===== config.mk =====
export PLATFORM = sky130hd
export DESIGN_NAME = uart_tx
export DESIGN_NICKNAME = d
export VERILOG_FILES = /design/src/rtl/uart_tx.sv
export SDC_FILE = /design/constraint.sdc
export NUM_CORES = 1
export LEC_CHECK = 0
export CORE_ASPECT_RATIO = 0.9
export CORE_MARGIN = 1
export CORE_UTILIZATION = 45
export CTS_CLUSTER_SIZE = 10
export DETAILED_ROUTE_END_ITERATION = 12
export GPL_ROUTABILITY_DRIVEN = 0
export GPL_TIMING_DRIVEN = 0
export PLACE_DENSITY = 0.63
export RECOVER_POWER = 50
export SYNTH_ARGS = -nofsm -noshare
export SYNTH_HDL_FRONTEND = slang
export SYNTH_SLANG_ARGS = --single-unit

===== constraint.sdc =====
create_clock -name CLK -period 8.6 [get_ports CLK]
set_input_delay 1.72 -clock CLK [delete_from_list [all_inputs] [get_ports CLK]]
set_output_delay 1.72 -clock CLK [all_outputs]
set_load 0.03 [all_outputs]

===== src/rtl/uart_tx.sv =====
// Buffered 8N1 UART transmitter: a parallel write port feeds an internal FIFO,
// and the FIFO head is serialised LSB-first at P_CLK_HZ/P_BAUD clocks per bit.
module uart_tx #(
    parameter int P_CLK_HZ          = 500000000,
    parameter int P_BAUD            = 9600,
    parameter int P_FIFO_DEPTH_LOG2 = 4
) (
    input  logic       CLK,
    input  logic       reset_n,
    input  logic [7:0] data_in,
    input  logic       wr_en,
    output logic       serial_out,
    output logic       busy,
    output logic       fifo_full,
    output logic       fifo_empty,
    output logic       error
);

    localparam int LP_DIV   = P_CLK_HZ / P_BAUD;
    localparam int LP_CNT_W = (LP_DIV > 1) ? $clog2(LP_DIV) : 1;
    localparam int LP_DEPTH = 1 << P_FIFO_DEPTH_LOG2;
    localparam int LP_PTR_W = P_FIFO_DEPTH_LOG2;
    localparam int LP_CNT_F = P_FIFO_DEPTH_LOG2 + 1;

    typedef enum logic [1:0] {
        ST_IDLE  = 2'd0,
        ST_START = 2'd1,
        ST_DATA  = 2'd2,
        ST_STOP  = 2'd3
    } state_t;

    state_t                r_state;
    state_t                w_state_nxt;
    logic [LP_CNT_W-1:0]   r_baud_cnt;
    logic [LP_CNT_W-1:0]   w_cnt_nxt;
    logic [2:0]            r_bit_idx;
    logic [2:0]            w_idx_nxt;
    logic [7:0]            r_shift;
    logic [7:0]            w_shift_nxt;
    logic                  r_serial;
    logic                  r_busy;
    logic                  w_serial_nxt;
    logic                  w_busy_nxt;
    logic                  w_pop;
    logic                  w_wr;
    logic                  w_tick;
    logic [7:0]            w_head;

    logic [7:0]            r_mem [LP_DEPTH];
    logic [LP_PTR_W-1:0]   r_wr_ptr;
    logic [LP_PTR_W-1:0]   r_rd_ptr;
    logic [LP_CNT_F-1:0]   r_count;
    logic [LP_CNT_F-1:0]   w_count_nxt;
    logic                  r_full;
    logic                  r_empty;
    logic                  r_error;

    // Full is the registered (pre-edge) flag, so a write racing a pop at full is still refused.
    assign w_wr   = wr_en & ~r_full;
    assign w_tick = (r_baud_cnt == LP_CNT_W'(LP_DIV - 1));
    assign w_head = r_mem[r_rd_ptr];

    // Next-state logic: bit timing, bit index, shift register and FIFO pop requests.
    always_comb begin
        w_state_nxt = r_state;
        w_cnt_nxt   = r_baud_cnt;
        w_idx_nxt   = r_bit_idx;
        w_shift_nxt = r_shift;
        w_pop       = 1'b0;
        case (r_state)
            ST_IDLE: begin
                w_cnt_nxt = '0;
                if (!r_empty) begin
                    w_pop       = 1'b1;
                    w_shift_nxt = w_head;
                    w_state_nxt = ST_START;
                end else begin
                    w_state_nxt = ST_IDLE;
                end
            end
            ST_START: begin
                if (w_tick) begin
                    w_cnt_nxt   = '0;
                    w_idx_nxt   = 3'd0;
                    w_state_nxt = ST_DATA;
                end else begin
                    w_cnt_nxt = r_baud_cnt + LP_CNT_W'(1);
                end
            end
            ST_DATA: begin
                if (w_tick) begin
                    w_cnt_nxt   = '0;
                    w_shift_nxt = {1'b0, r_shift[7:1]};
                    if (r_bit_idx == 3'd7) begin
                        w_state_nxt = ST_STOP;
                    end else begin
                        w_idx_nxt = r_bit_idx + 3'd1;
                    end
                end else begin
                    w_cnt_nxt = r_baud_cnt + LP_CNT_W'(1);
                end
            end
            ST_STOP: begin
                if (w_tick) begin
                    w_cnt_nxt = '0;
                    // Chain straight into the next start bit when a byte is waiting.
                    if (!r_empty) begin
                        w_pop       = 1'b1;
                        w_shift_nxt = w_head;
                        w_state_nxt = ST_START;
                    end else begin
                        w_state_nxt = ST_IDLE;
                    end
                end else begin
                    w_cnt_nxt = r_baud_cnt + LP_CNT_W'(1);
                end
            end
            default: begin
                w_state_nxt = ST_IDLE;
                w_cnt_nxt   = '0;
            end
        endcase
    end

    // Line and busy values derived from the upcoming state so both outputs can be registered.
    always_comb begin
        w_serial_nxt = 1'b1;
        w_busy_nxt   = 1'b1;
        case (w_state_nxt)
            ST_IDLE:  begin w_serial_nxt = 1'b1;           w_busy_nxt = 1'b0; end
            ST_START: begin w_serial_nxt = 1'b0;           w_busy_nxt = 1'b1; end
            ST_DATA:  begin w_serial_nxt = w_shift_nxt[0]; w_busy_nxt = 1'b1; end
            ST_STOP:  begin w_serial_nxt = 1'b1;           w_busy_nxt = 1'b1; end
            default:  begin w_serial_nxt = 1'b1;           w_busy_nxt = 1'b0; end
        endcase
    end

    // FIFO occupancy after this edge: a simultaneous write and pop leave it unchanged.
    always_comb begin
        w_count_nxt = r_count;
        case ({w_wr, w_pop})
            2'b10:   w_count_nxt = r_count + LP_CNT_F'(1);
            2'b01:   w_count_nxt = r_count - LP_CNT_F'(1);
            default: w_count_nxt = r_count;
        endcase
    end

    // Transmit state, timing and registered line outputs.
    always_ff @(posedge CLK) begin
        if (!reset_n) begin
            r_state    <= ST_IDLE;
            r_baud_cnt <= '0;
            r_bit_idx  <= 3'd0;
            r_shift    <= 8'd0;
            r_serial   <= 1'b1;
            r_busy     <= 1'b0;
        end else begin
            r_state    <= w_state_nxt;
            r_baud_cnt <= w_cnt_nxt;
            r_bit_idx  <= w_idx_nxt;
            r_shift    <= w_shift_nxt;
            r_serial   <= w_serial_nxt;
            r_busy     <= w_busy_nxt;
        end
    end

    // FIFO pointers, occupancy flags and the sticky overflow flag.
    always_ff @(posedge CLK) begin
        if (!reset_n) begin
            r_wr_ptr <= '0;
            r_rd_ptr <= '0;
            r_count  <= '0;
            r_full   <= 1'b0;
            r_empty  <= 1'b1;
            r_error  <= 1'b0;
        end else begin
            if (w_wr) r_wr_ptr <= r_wr_ptr + LP_PTR_W'(1);
            if (w_pop) r_rd_ptr <= r_rd_ptr + LP_PTR_W'(1);
            r_count <= w_count_nxt;
            r_full  <= (w_count_nxt == LP_CNT_F'(LP_DEPTH));
            r_empty <= (w_count_nxt == LP_CNT_F'(0));
            if (wr_en && r_full) r_error <= 1'b1;
        end
    end

    // FIFO storage; contents need no reset because the pointers define validity.
    always_ff @(posedge CLK) begin
        if (reset_n && w_wr) begin
            r_mem[r_wr_ptr] <= data_in;
        end
    end

    assign serial_out = r_serial;
    assign busy       = r_busy;
    assign fifo_full  = r_full;
    assign fifo_empty = r_empty;
    assign error      = r_error;

endmodule


==> impl_metrics.json <==
{
  "grt_start_max_net_pins": 17,
  "yosys_warnings": 0,
  "dpl.hpwl_um": 9440,
  "synth_cells": 500,
  "via_per_inst": 5.54,
  "clockBufferDepth": 2,
  "finalInstanceArea_um2": 8380,
  "min_path_type": "reg2reg",
  "ant_nets": 0,
  "cts-buffers-inserted": 17,
  "ys_ff_latch": 179,
  "post-synth-top-count-cell": "edfxtp_1",
  "dieArea_um2": 17000,
  "yosys-top-cells-count": "edfxtp_1, nor2_1, dfxtp_1",
  "n_fill_cell": 1303,
  "grt_util_all_layers_pct": 18.1,
  "status": "completed",
  "powerDensity_nw_per_um2": 266,
  "drt_iter0_markers": 216,
  "clk_latency_ns": 0.42,
  "power_leakage_uw": 0.00273,
  "routedWlPerCell_um": 18.3,
  "crit_path_start_kind": "input port",
  "dieWidth_um": 137,
  "synth_top_area_share_pct": 51.8,
  "firstDrtPassIters": 4,
  "num_rows": 44,
  "synth-edff-count": 128,
  "ys_types": 49,
  "grt_pass1_vias": 4245,
  "drive_gt1_share_pct": 14.3,
  "rr_worst_depth": 11,
  "r2r_slack_ns": 4.93,
  "finalCriticalPeriod_ns": 4.47,
  "root_buffer": "clkbuf_16",
  "worstSetupPathType": "in2reg",
  "grt_setup_unrepaired": "no",
  "r2r_end": "fifo_full",
  "cp_max_fo": 10,
  "die_h_um": 124,
  "ys.flop_type": "edfxtp_1",
  "min_path_cells": 1,
  "antenna_found_initial": 0,
  "fmax_ghz": 0.224,
  "totalWireLength_um": 13800,
  "hold_start": "r_baud_cnt[0]",
  "synth.net_count": 530,
  "yosysTopAreaCell": "edfxtp_1",
  "grt_pass1_wl_um": 22400,
  "min_to": "r_baud_cnt[0]",
  "worstMarginPinSlew_ns": 0.929,
  "fin_nets": 564,
  "n_antenna_cell": 0,
  "htreeDepth": 4,
  "setup_tns_ns": 0,
  "hold_buffers": 0,
  "tritoncts": "yes",
  "route.detailed.drc": 0,
  "syn2layout_area_growth_pct": 13.0,
  "ys_seq_area_share_pct": 65.6,
  "drv_cap": 0,
  "post-cts-setup-buffers": 0,
  "grt_overflow": 0,
  "arrival_ns": 4.77,
  "setup_viol": 0,
  "endpoint_kind": "flip-flop",
  "synth_top_cells_by_area": "edfxtp_1, dfxtp_1, mux4_2, nor2_1, ha_1",
  "initial_core_util_pct": 46.0,
  "worstPathRequired_ns": 8.90,
  "cts.sink_count": 179,
  "utilization_pct": 52.0,
  "dr_total_vias": 4169,
  "coreArea_um2": 16100,
  "hold_viol": 0,
  "clk_pin_slew_ns": 0.07,
  "timing.rr.start": "r_baud_cnt[2]",
  "port_buffers": 15,
  "max_slew_margin_pct": 37.8,
  "avgSynthCellArea_um2": 14.8,
  "ios": 16,
  "syn-cell-area_um2": 7420,
  "finalMaxSlewViolations": 0,
  "async_flop_share_pct": 0,
  "cts_resized": 0,
  "finClkSkew_ns": 0.00897,
  "post-route-period-util_pct": 52.0,
  "placed_area_um2": 7830,
  "ir_drop_mv": 0.155
}
## critical path, stage by stage
cell	delay [ns]
clkdlybuf4s50_1	0.43
nor2b_1	0.15
buf_6	0.14
or3_1	0.32
a21oi_2	0.30
xor2_1	0.13
ha_1	0.21
a21oi_1	0.21
a21oi_1	0.12
a2111oi_2	0.40
a311oi_2	0.08
xnor2_1	0.25
nor4b_1	0.32
## layout by cell type (no fill, tap or decap), drive strengths merged, types with 2 or more instances in the layout
master and instances:
clkinv 7, nor3b 3, or3 6, nor3 3, a211oi 2, clkdlybuf4s50 6
xnor2 8, mux2i 5, nor4 2, mux4 36, a221oi 4, clkbuf 32
and3 3, nand4 8, xor2 15, nor2 70, buf 5, ha 19
inv 17, nor2b 4, edfxtp 128, o21ai 7, o22ai 2, dfxtp 51
nand3 14, nand3b 3, or4 2, dlygate4sd3 9, and2 3, nand2 21
a21oi 25, a22oi 10
## power breakdown
part / internal [uW] / switching (uW) / total, uW
Combinational: 236 / 260 / 496
Sequential: 966 / 37.8 / 1000
Clock: 403 / 331 / 735
Total: 1610 / 629 / 2230
## layout make-up
cell class | instances | area, um^2 | area share, %
Timing Repair Buffer | 15 | 150 | 1.79
Clock buffer | 18 | 429 | 5.12
Clock inverter | 13 | 129 | 1.54
Multi-Input combinational cell | 289 | 2420 | 28.8
Sequential cell | 179 | 4860 | 58.0
Buffer | 19 | 87.6 | 1.04
Inverter | 13 | 48.8 | 0.582
Tap cell | 207 | 259 | 3.09
## through the flow
step	setup slack [ns]	hold slack [ns]	total power, uW	std cells
6_report	4.13	0.470	2230	753
5_1_grt	3.90	0.488	2350	753
4_1_cts	4.11	0.470	2260	753
3_5_place_dp	3.67	0.460	1520	722
3_3_place_gp	3.78	0.447	1510	722
2_1_floorplan	4.51	0.436	1400	500
## kinds of logic (layout without fill, tap and decap cells)
family	Yosys count	after routing	synth area share, %
XOR/XNOR	23	23	2.72
AND/OR/NAND/NOR	146	146	9.39
multiplexers	42	42	11.8
buffers and inverters	32	78	1.86
flip-flops	179	179	65.6
AO/OA/AOI/OAI	59	59	5.50
adder cells (fa/ha/maj)	19	19	3.20
## flip-flops by register name, summed over array words and instances, names as in the netlist, named ones only
signal      count
r_mem         128
r_baud_cnt     16
r_shift         8
r_count         5
r_rd_ptr        4
r_wr_ptr        4
r_bit_idx       3
r_state         2
busy            1
error           1
fifo_empty      1
fifo_full       1
serial_out      1
## worst max path at each step
stage / startpoint / to
3_5_place_dp: wr_en / fifo_full
3_3_place_gp: wr_en / fifo_full
5_1_grt: wr_en / fifo_full
6_report: wr_en / fifo_full
4_1_cts: wr_en / fifo_full
2_1_floorplan: wr_en / fifo_full
## layer usage
layer  GRT usage (%)  share of wire [%]
met5               0                  0
met4            5.56               0.96
met3            5.62                3.4
met2            29.1                 49
met1            23.6                 47
Note: power is estimated with default switching activity, not from simulation.
